**src/rtl/ps2_keymatrix_pkg.sv**
```systemverilog
// ps2_keymatrix_pkg: parser states, PS/2 byte constants and the scancode-to-key lookup
package chip8_kbd_pkg;
  typedef enum logic [2:0] {P_IDLE, P_BRK, P_EXT, P_EXTBRK, P_SKIP} parse_state_e;
  localparam logic [7:0] PS2_BRK = 8'hF0;
  localparam logic [7:0] PS2_EXT = 8'hE0;
  localparam logic [7:0] PS2_PAUSE = 8'hE1;
  localparam logic [2:0] PAUSE_SKIP = 3'd7;
  function automatic logic [4:0] keymap_lookup(input logic ext, input logic [7:0] code);
    logic [4:0] r;
    r = '0;
    case ({ext, code})
      9'h016: r = {1'b1, 4'h1};
      9'h01E: r = {1'b1, 4'h2};
      9'h026: r = {1'b1, 4'h3};
      9'h025: r = {1'b1, 4'hC};
      9'h015: r = {1'b1, 4'h4};
      9'h01D: r = {1'b1, 4'h5};
      9'h024: r = {1'b1, 4'h6};
      9'h02D: r = {1'b1, 4'hD};
      9'h01C: r = {1'b1, 4'h7};
      9'h01B: r = {1'b1, 4'h8};
      9'h023: r = {1'b1, 4'h9};
      9'h02B: r = {1'b1, 4'hE};
      9'h01A: r = {1'b1, 4'hA};
      9'h022: r = {1'b1, 4'h0};
      9'h021: r = {1'b1, 4'hB};
      9'h02A: r = {1'b1, 4'hF};
      9'h175: r = {1'b1, 4'h5};
      9'h172: r = {1'b1, 4'h8};
      9'h16B: r = {1'b1, 4'h7};
      9'h174: r = {1'b1, 4'h9};
      default: r = '0;
    endcase
    return r;
  endfunction
endpackage

```
**src/rtl/ps2_keymatrix_if.sv**
```systemverilog
// ps2_keymatrix_if: PS/2 byte input, key matrix and event queue signals of ps2_keymatrix
interface ps2_keymatrix_if #(
  parameter int NKEYS = 16,
  parameter int KW = (NKEYS > 1) ? $clog2(NKEYS) : 1
);
  logic             kbd_ready;
  logic [7:0]       kbd_data;
  logic [NKEYS-1:0] key_matrix;
  logic             ev_valid;
  logic [KW-1:0]    ev_key;
  logic             ev_down;
  logic             ev_ready;
  logic             overflow;
  logic             ovf_clr;
  modport master (
    output kbd_ready, kbd_data, ev_ready, ovf_clr,
    input  key_matrix, ev_valid, ev_key, ev_down, overflow
  );
  modport slave (
    input  kbd_ready, kbd_data, ev_ready, ovf_clr,
    output key_matrix, ev_valid, ev_key, ev_down, overflow
  );
endinterface

```
**src/rtl/ps2_keymatrix_fifo.sv**
```systemverilog
// kbd_event_fifo: show-ahead event FIFO that drops pushes when full and flags each drop
module kbd_event_fifo #(
  parameter int DEPTH = 4,
  parameter int W = 5
) (
  input  logic         clk,
  input  logic         res,
  input  logic         push_i,
  input  logic [W-1:0] din_i,
  input  logic         pop_i,
  output logic         valid_o,
  output logic [W-1:0] dout_o,
  output logic         ovf_o
);
  localparam int AW = $clog2(DEPTH);
  logic [W-1:0] mem_q [DEPTH];
  logic [AW-1:0] wr_q, rd_q;
  logic [AW:0] cnt_q;
  logic full, do_push, do_pop;
  assign valid_o = cnt_q != '0;
  assign full = cnt_q == (AW+1)'(DEPTH);
  assign do_pop = pop_i & valid_o;
  assign do_push = push_i & (~full | do_pop);
  assign ovf_o = push_i & full & ~do_pop;
  assign dout_o = valid_o ? mem_q[rd_q] : '0;
  // storage write; contents are masked at the output while empty so no reset is needed
  always_ff @(posedge clk) begin
    if (do_push) mem_q[wr_q] <= din_i;
  end
  // pointers wrap naturally because DEPTH is a power of two
  always_ff @(posedge clk or negedge res) begin
    if (!res) begin
      wr_q <= '0;
      rd_q <= '0;
      cnt_q <= '0;
    end else begin
      wr_q <= wr_q + AW'(do_push);
      rd_q <= rd_q + AW'(do_pop);
      cnt_q <= cnt_q + (AW+1)'(do_push) - (AW+1)'(do_pop);
    end
  end
endmodule

```
**src/rtl/ps2_keymatrix.sv**
```systemverilog
// ps2_keymatrix: PS/2 scancode parser owning the key matrix; event FIFO built when PS2_KEYMATRIX_FIFO_EN is defined
module ps2_keymatrix
  import chip8_kbd_pkg::*;
#(
  parameter int NKEYS = 16,
  parameter int DEPTH = 4
) (
  input logic clk,
  input logic res,
  ps2_keymatrix_if.slave bus
);
  localparam int KW = (NKEYS > 1) ? $clog2(NKEYS) : 1;
  localparam logic [2:0] S_IDLE = P_IDLE;
  localparam logic [2:0] S_BRK = P_BRK;
  localparam logic [2:0] S_EXT = P_EXT;
  localparam logic [2:0] S_EXTBRK = P_EXTBRK;
  localparam logic [2:0] S_SKIP = P_SKIP;
  logic [1:0] sync_q;
  logic rdy_q, stb, ign, key_ev, ext, down, hit, chg;
  logic [2:0] state_q, state_d, cnt_q, cnt_d;
  logic [NKEYS-1:0] mat_q, mat_d, sel;
  logic [15:0] sel16;
  logic [3:0] idx;
  logic [7:0] d;
  assign d = bus.kbd_data;
  assign stb = sync_q[1] & ~rdy_q;
  assign ign = d inside {8'hAA, 8'hFA, 8'hFE, 8'h00, 8'hFF};
  // two-flop synchroniser for kbd_ready plus a delayed copy for rising-edge detection
  always_ff @(posedge clk or negedge res) begin
    if (!res) begin
      sync_q <= '0;
      rdy_q <= 1'b0;
    end else begin
      sync_q <= {sync_q[0], bus.kbd_ready};
      rdy_q <= sync_q[1];
    end
  end
  // parser: classify each strobed byte as prefix, make, break or skipped Pause byte
  always_comb begin
    state_d = state_q;
    cnt_d = cnt_q;
    key_ev = 1'b0;
    ext = 1'b0;
    down = 1'b0;
    if (stb) begin
      case (state_q)
        S_IDLE: begin
          state_d = (d == PS2_BRK) ? S_BRK : (d == PS2_EXT) ? S_EXT : (d == PS2_PAUSE) ? S_SKIP : S_IDLE;
          cnt_d = (d == PS2_PAUSE) ? PAUSE_SKIP : cnt_q;
          key_ev = !(d inside {PS2_BRK, PS2_EXT, PS2_PAUSE}) && !ign;
          down = 1'b1;
        end
        S_BRK: begin
          state_d = S_IDLE;
          key_ev = 1'b1;
        end
        S_EXT: begin
          state_d = (d == PS2_BRK) ? S_EXTBRK : S_IDLE;
          key_ev = d != PS2_BRK;
          ext = 1'b1;
          down = 1'b1;
        end
        S_EXTBRK: begin
          state_d = S_IDLE;
          key_ev = 1'b1;
          ext = 1'b1;
        end
        S_SKIP: begin
          cnt_d = cnt_q - 3'd1;
          state_d = (cnt_q == 3'd1) ? S_IDLE : S_SKIP;
        end
        default: state_d = S_IDLE;
      endcase
    end
  end
  assign {hit, idx} = keymap_lookup(ext, d);
  assign sel16 = 16'd1 << idx;
  assign sel = sel16[NKEYS-1:0];
  assign chg = key_ev && hit && (|sel) && ((|(mat_q & sel)) != down);
  assign mat_d = !chg ? mat_q : down ? (mat_q | sel) : (mat_q & ~sel);
  // parser state, Pause skip counter and key matrix
  always_ff @(posedge clk or negedge res) begin
    if (!res) begin
      state_q <= S_IDLE;
      cnt_q <= '0;
      mat_q <= '0;
    end else begin
      state_q <= state_d;
      cnt_q <= cnt_d;
      mat_q <= mat_d;
    end
  end
  assign bus.key_matrix = mat_q;
`ifdef PS2_KEYMATRIX_FIFO_EN
  logic ovf_stb, ovf_q;
  logic [KW:0] head;
  kbd_event_fifo #(.DEPTH(DEPTH), .W(KW + 1)) u_fifo (
    .clk(clk),
    .res(res),
    .push_i(chg),
    .din_i({idx[KW-1:0], down}),
    .pop_i(bus.ev_ready),
    .valid_o(bus.ev_valid),
    .dout_o(head),
    .ovf_o(ovf_stb)
  );
  assign {bus.ev_key, bus.ev_down} = head;
  // sticky overflow; a drop in the same cycle as a clear keeps it set
  always_ff @(posedge clk or negedge res) begin
    if (!res) ovf_q <= 1'b0;
    else ovf_q <= ovf_stb | (ovf_q & ~bus.ovf_clr);
  end
  assign bus.overflow = ovf_q;
`else
  assign bus.ev_valid = 1'b0;
  assign bus.ev_key = '0;
  assign bus.ev_down = 1'b0;
  assign bus.overflow = 1'b0;
`endif
endmodule

```
**src/flat_wrapper.sv**
```systemverilog
// flat-port wrapper written by rule: the top's interface ports become plain ports
module ps2_keymatrix_flat import chip8_kbd_pkg::*;
#(
  parameter int NKEYS = 16,
  parameter int DEPTH = 4
)
  (clk, res, bus_kbd_ready, bus_kbd_data, bus_ev_ready, bus_ovf_clr, bus_key_matrix, bus_ev_valid, bus_ev_key, bus_ev_down, bus_overflow);
  ps2_keymatrix_if #(.NKEYS(NKEYS)) bus_i ();
  input logic clk;
  input logic res;
  input wire logic [$bits(bus_i.kbd_ready)-1:0] bus_kbd_ready;
  input wire logic [$bits(bus_i.kbd_data)-1:0] bus_kbd_data;
  input wire logic [$bits(bus_i.ev_ready)-1:0] bus_ev_ready;
  input wire logic [$bits(bus_i.ovf_clr)-1:0] bus_ovf_clr;
  output wire logic [$bits(bus_i.key_matrix)-1:0] bus_key_matrix;
  output wire logic [$bits(bus_i.ev_valid)-1:0] bus_ev_valid;
  output wire logic [$bits(bus_i.ev_key)-1:0] bus_ev_key;
  output wire logic [$bits(bus_i.ev_down)-1:0] bus_ev_down;
  output wire logic [$bits(bus_i.overflow)-1:0] bus_overflow;
  assign bus_i.kbd_ready = bus_kbd_ready;
  assign bus_i.kbd_data = bus_kbd_data;
  assign bus_i.ev_ready = bus_ev_ready;
  assign bus_i.ovf_clr = bus_ovf_clr;
  assign bus_key_matrix = bus_i.key_matrix;
  assign bus_ev_valid = bus_i.ev_valid;
  assign bus_ev_key = bus_i.ev_key;
  assign bus_ev_down = bus_i.ev_down;
  assign bus_overflow = bus_i.overflow;
  ps2_keymatrix #(.NKEYS(NKEYS), .DEPTH(DEPTH)) u_core (.clk(clk), .res(res), .bus(bus_i));
endmodule
```
**config.mk**
```make
export PLATFORM = sky130hd
export DESIGN_NAME = ps2_keymatrix_flat
export DESIGN_NICKNAME = d
export VERILOG_FILES = /design/src/rtl/ps2_keymatrix_pkg.sv /design/src/rtl/ps2_keymatrix_if.sv /design/src/rtl/ps2_keymatrix_fifo.sv /design/src/rtl/ps2_keymatrix.sv /design/src/flat_wrapper.sv
export SDC_FILE = /design/constraint.sdc
export NUM_CORES = 1
export LEC_CHECK = 0
export BUFFER_PORTS_ARGS = -buffer_cell sky130_fd_sc_hd__buf_2
export CORE_AREA = 5 5 74 76
export CTS_CLUSTER_DIAMETER = 50
export DETAILED_ROUTE_END_ITERATION = 10
export DIE_AREA = 0 0 79 81
export PLACE_DENSITY = 0.66
export SYNTH_ARGS = -nofsm -noshare
export SYNTH_HDL_FRONTEND = slang
export SYNTH_SLANG_ARGS = --single-unit
```
**constraint.sdc**
```tcl
create_clock -name clk -period 2.52 [get_ports clk]
set_input_delay 0.378 -clock clk [delete_from_list [all_inputs] [get_ports clk]]
set_output_delay 0.378 -clock clk [all_outputs]
set_load 0.005 [all_outputs]
```
* After elaboration in Yosys (flattened, before gate mapping)
Cells that the tools add are included.
** Operators by class
- Eq/ne operators :: 35
- Div/mod/pow operators :: 0
- Order comparisons :: 0
- $mul :: 0
- Add/sub/neg operators :: 1
- Reductions and logical operators :: 21
- Bitwise gates (word level) :: 6
- Shift operators :: 1
- Mux-type cells :: 16
** Operator list (number)
- 9-bit by 6-bit equality test with 1-bit output (second input constant) :: 9
- 5-bit case mux with 16 select lines :: 1
- 9-bit by 5-bit equality test with 1-bit output (second input constant) :: 7
- 8-bit equality test (second input constant) :: 7
- 9-bit equality test (second input constant) :: 4
- 16-bit bitwise AND :: 2
- 16-bit OR reduction :: 2
- 16-bit two-way mux :: 1
- 16-bit NOT :: 1
- 16-bit bitwise OR :: 1
- 1-bit by 4-bit left shift with 16-bit output (first input constant) :: 1
- 3-bit two-way mux :: 5
- 2-bit OR reduction :: 7
- 3-bit case mux with 3 select lines :: 1
- 8-bit logical NOT :: 1
- 8-bit inequality test (second input constant) :: 1
- 3-bit by 1-bit equality test with 1-bit output (second input constant) :: 2
- 3-bit by 2-bit equality test with 1-bit output (second input constant) :: 2
- 3-bit case mux with 2 select lines :: 1
- 1-bit two-way mux :: 5
- 5-bit nonzero test :: 1
- 1-bit logical AND :: 4
- 3-bit equality test (second input constant) :: 1
- 3-bit logical NOT :: 1
- other kinds (11) :: 12
** Word-level totals
- Memories kept :: 0
- Flip-flop bits (word level) :: 25
- Memory bits (read-only) :: 0
- Bits in writable memories :: 0
- Bits in latches :: 0

* Depth between registers and ports, before layout
- Depth in word-level cells :: 12
- Gate-level depth with buffers :: 10
- Gate-level depth less buffers :: 8

* Least setup slack after synthesis
No wires, ideal clock.
- Path kind :: reg-to-reg
- Start :: register u_core.state_q[2]
- End :: register with a tool-made name
- Cell stages (with the launch flop) :: 11
- Period minus slack after synthesis :: 2739 ps
- Setup time :: 147 ps
- Required time :: 2373 ps
- Path buffers :: 2
- Arrival time :: 2592 ps
- Path slack :: -219 ps
- Path through :: dfrtp_1 > buf_6 > or3b_1 > buf_6 > or3_4 > o32a_4 > and3_1 > nor3_2 > a32oi_4 > a21oi_2 > a21oi_1
** RTL lines
- from (decl) :: RTL line ps2_keymatrix.sv:20 : logic [2:0] state_q, state_d, cnt_q, cnt_d;
- from (signal assigned) :: RTL line ps2_keymatrix.sv:88 : state_q <= state_d;

==> impl_metrics.tcl <==
set metrics [dict create \
    status "finished, violations left" \
    violations "setup timing" \
    synth_flop_cell "dfrtp_1" \
    crit_path_end_kind "register" \
    drive_gt1_share_pct 43.9 \
    die_area_um2 6400 \
    clk_latency_ps 280 \
    syn_avg_cell_area_um2 8.71 \
    synth_largest_area_cell "dfrtp_1" \
    yosysSeqAreaShare_pct 31.6 \
    grt_first_pass_wirelength_um 10300 \
    vias 2079 \
    synthCells 227 \
    worstSetupPathType "register to register" \
    routed_wl_um 6100 \
    cts.clk_slew.worst_paths_ps 100 \
    busiest_layer "met2" \
    setup_viol 15 \
    drtIter0Drc 218 \
    grtUsageMet1_pct 28.5 \
    antenna_cells 0 \
    final_core_util_pct 60.8 \
    period_needed_ps 2710 \
    synthDistinctLibCells 67 \
    hpwl_um 4620 \
    hold_viol_final 0 \
    drc 0 \
    vdd_drop_max_uv 327 \
    critical_path.max_fanout 5 \
    numClockSinks 25 \
    grtUsageMet3_pct 2.44 \
    cp-start-kind "register" \
    ff2ff_path_depth 10 \
    io_buffers 26 \
    die_h_um 81 \
    drv_slew 0 \
    max_freq_mhz 370 \
    fin_crit_sh_pct 107 \
    coreArea_um2 4660 \
    htreeDepth 1 \
    start_util_pct 42.4 \
    required_ps 2670 \
    grt_antenna_before_repair 0 \
    io_pins 36 \
    ant_nets 0 \
    tritoncts "done" \
    firstDrtPassIters 4 \
    yosys_warnings 0 \
    tightest_slew_ps 589 \
    grt_max_degree 26 \
    numCtsBuffers 3 \
    synth_edf_count 0 \
    synth.top_cells.by_area "dfrtp_1 32%, nand2_1 4.2%, a21oi_1 3.8%, a31oi_1 3.8%, o21ai_0 3.3%" \
    finClkSkew_ps 7.90 \
    via_per_inst 5.65 \
    grt_setup_unrepaired "yes" \
    holdBufCountCts 0 \
    clk_path_buf_depth 2 \
    synth_top_area_share_pct 31.6 \
    grt_pass1_vias 2091 \
    std_cell_rows 25 \
    area_delta_synth_final_pct 43.4 \
    power_density_nw_per_um2 386 \
    die_w_um 79 \
    synthArstFlopShare_pct 100 \
    fill_cells 406 \
    track_usage_pct 20.4 \
    met2_usage_pct 33.4 \
    gp_congestion 0.928 \
    ys_ff_latch 25 \
    synth_area_um2 1980 \
    p_leak_uw 0.00125 \
    worst_slack_ps -186 \
    max_cap_viol_count 0 \
    critical_path_arrival_ps 2860 \
    gr-total-overflow 0 \
    hold_path.class "primary input to async pin" \
    totalPowerFinal_uw 1100 \
    layout.nets 330 \
    slew_headroom_pct 60.7 \
    wl_per_cell_um 16.6 \
    ctsRootBufferMaster "clkbuf_8" \
]
[layout make-up]
| type | count | area, µm² | area share, % |
|---|---|---|---|
| inverter | 9 | 33.8 | 1.19 |
| multi-input combinational | 184 | 1420 | 50.0 |
| clock inverter | 1 | 7.51 | 0.265 |
| timing repair buffer | 92 | 642 | 22.6 |
| tap | 54 | 67.6 | 2.38 |
| clock buffer | 3 | 41.3 | 1.46 |
| sequential | 25 | 626 | 22.1 |
[final timing paths]
kind | startpoint | slack, ps | to
min | res | 90 | u_core.cnt_q[1]
min in group clk | bus_kbd_ready | 200 | u_core.sync_q[0]
min reg2reg | u_core.sync_q[0] | 360 | u_core.sync_q[1]
max in group asynchronous | res | 2030 | async pin
max reg2reg | u_core.rdy_q | -190 | register
max | u_core.rdy_q | -190 | register
[critical path, cell delays in order, from the launching register on]
cell and delay (ps):
dfrtp_1 410, or3b_4 410, or3_4 440, buf_12 150, o32ai_4 210, or4_4 240, mux2i_4 250, a32oi_4 110
buf_6 160, a41oi_2 140, a21oi_1 60
[Yosys cell counts (2+ instances only)]
library cell / n
o21ai_0: 13
nor4_1: 2
a31o_2: 2
and2_1: 4
o22a_1: 2
nand2_1: 22
inv_1: 9
nor3_1: 3
nand4_1: 4
buf_4: 8
or3_1: 2
nand3_1: 8
a41oi_1: 3
o22ai_1: 3
nand2b_1: 6
clkbuf_1: 4
a21oi_1: 15
a22oi_1: 5
buf_6: 2
mux2i_1: 3
ha_1: 2
nor4b_2: 2
a211oi_1: 2
nor2_1: 17
nor3b_1: 2
dfrtp_1: 25
nor2b_1: 6
a31oi_1: 12
[placed cells by master, fill, tap and decap left out, drive strengths merged, types with 2 or more instances in the layout]
master	instances
a31o	2
nor2	17
nand2b	6
o22a	2
dfrtp	25
a21oi	16
o32ai	3
or4	2
nand4	4
inv	9
o41ai	2
nand3	8
buf	92
nor3	4
mux2i	3
nor4b	2
or3	3
nor4	2
ha	2
o31ai	2
a22oi	5
nor2b	6
clkbuf	3
a211oi	3
o22ai	4
a31oi	13
a41oi	3
o21ai	13
conb	7
nor3b	3
nand2	24
and2	4
[cells by family after synthesis]
kind of cell,Yosys count,synth area share [%]
AOI/OAI and AO/OA,78,31.0
muxes,3,1.52
xor gates and xnor gates,2,0.886
buffers and inverters,24,6.90
and+or+nand+nor,92,26.6
other,1,0.190
DFF,25,31.6
adders and majority gates,2,1.27
[metal layers]
layer | wire (µm) | share of wire [%]
met5 | 0 | 0
met4 | 77 | 1.3
met3 | 311 | 5.1
met2 | 2800 | 46
met1 | 2910 | 48
[through the flow]
step	instance area (µm²)	worst slack, ps	instances	setup TNS (ps)	hold slack [ps]
floorplan	2050	-173	233	-1480	82.4
global placement	2610	-238	358	-2630	332
detailed placement	2610	-244	358	-2610	342
CTS	2770	-160	367	-1640	114
global route	2840	-288	368	-3590	131
finish	2840	-186	368	-2100	88.0
[timing repair]
action / CTS / global route
buffers inserted: 5 / 1
pin swaps: 11 / 3
gates resized for setup: 15 / 11
endpoints found under the setup margin: 15 / 16
[report_power, final]
part           total [µW]  internal (µW)  switching, µW
Sequential            469            439           30.2
Clock                 253            112            141
Combinational         374            165            209
(Power assumes the default switching activity.)
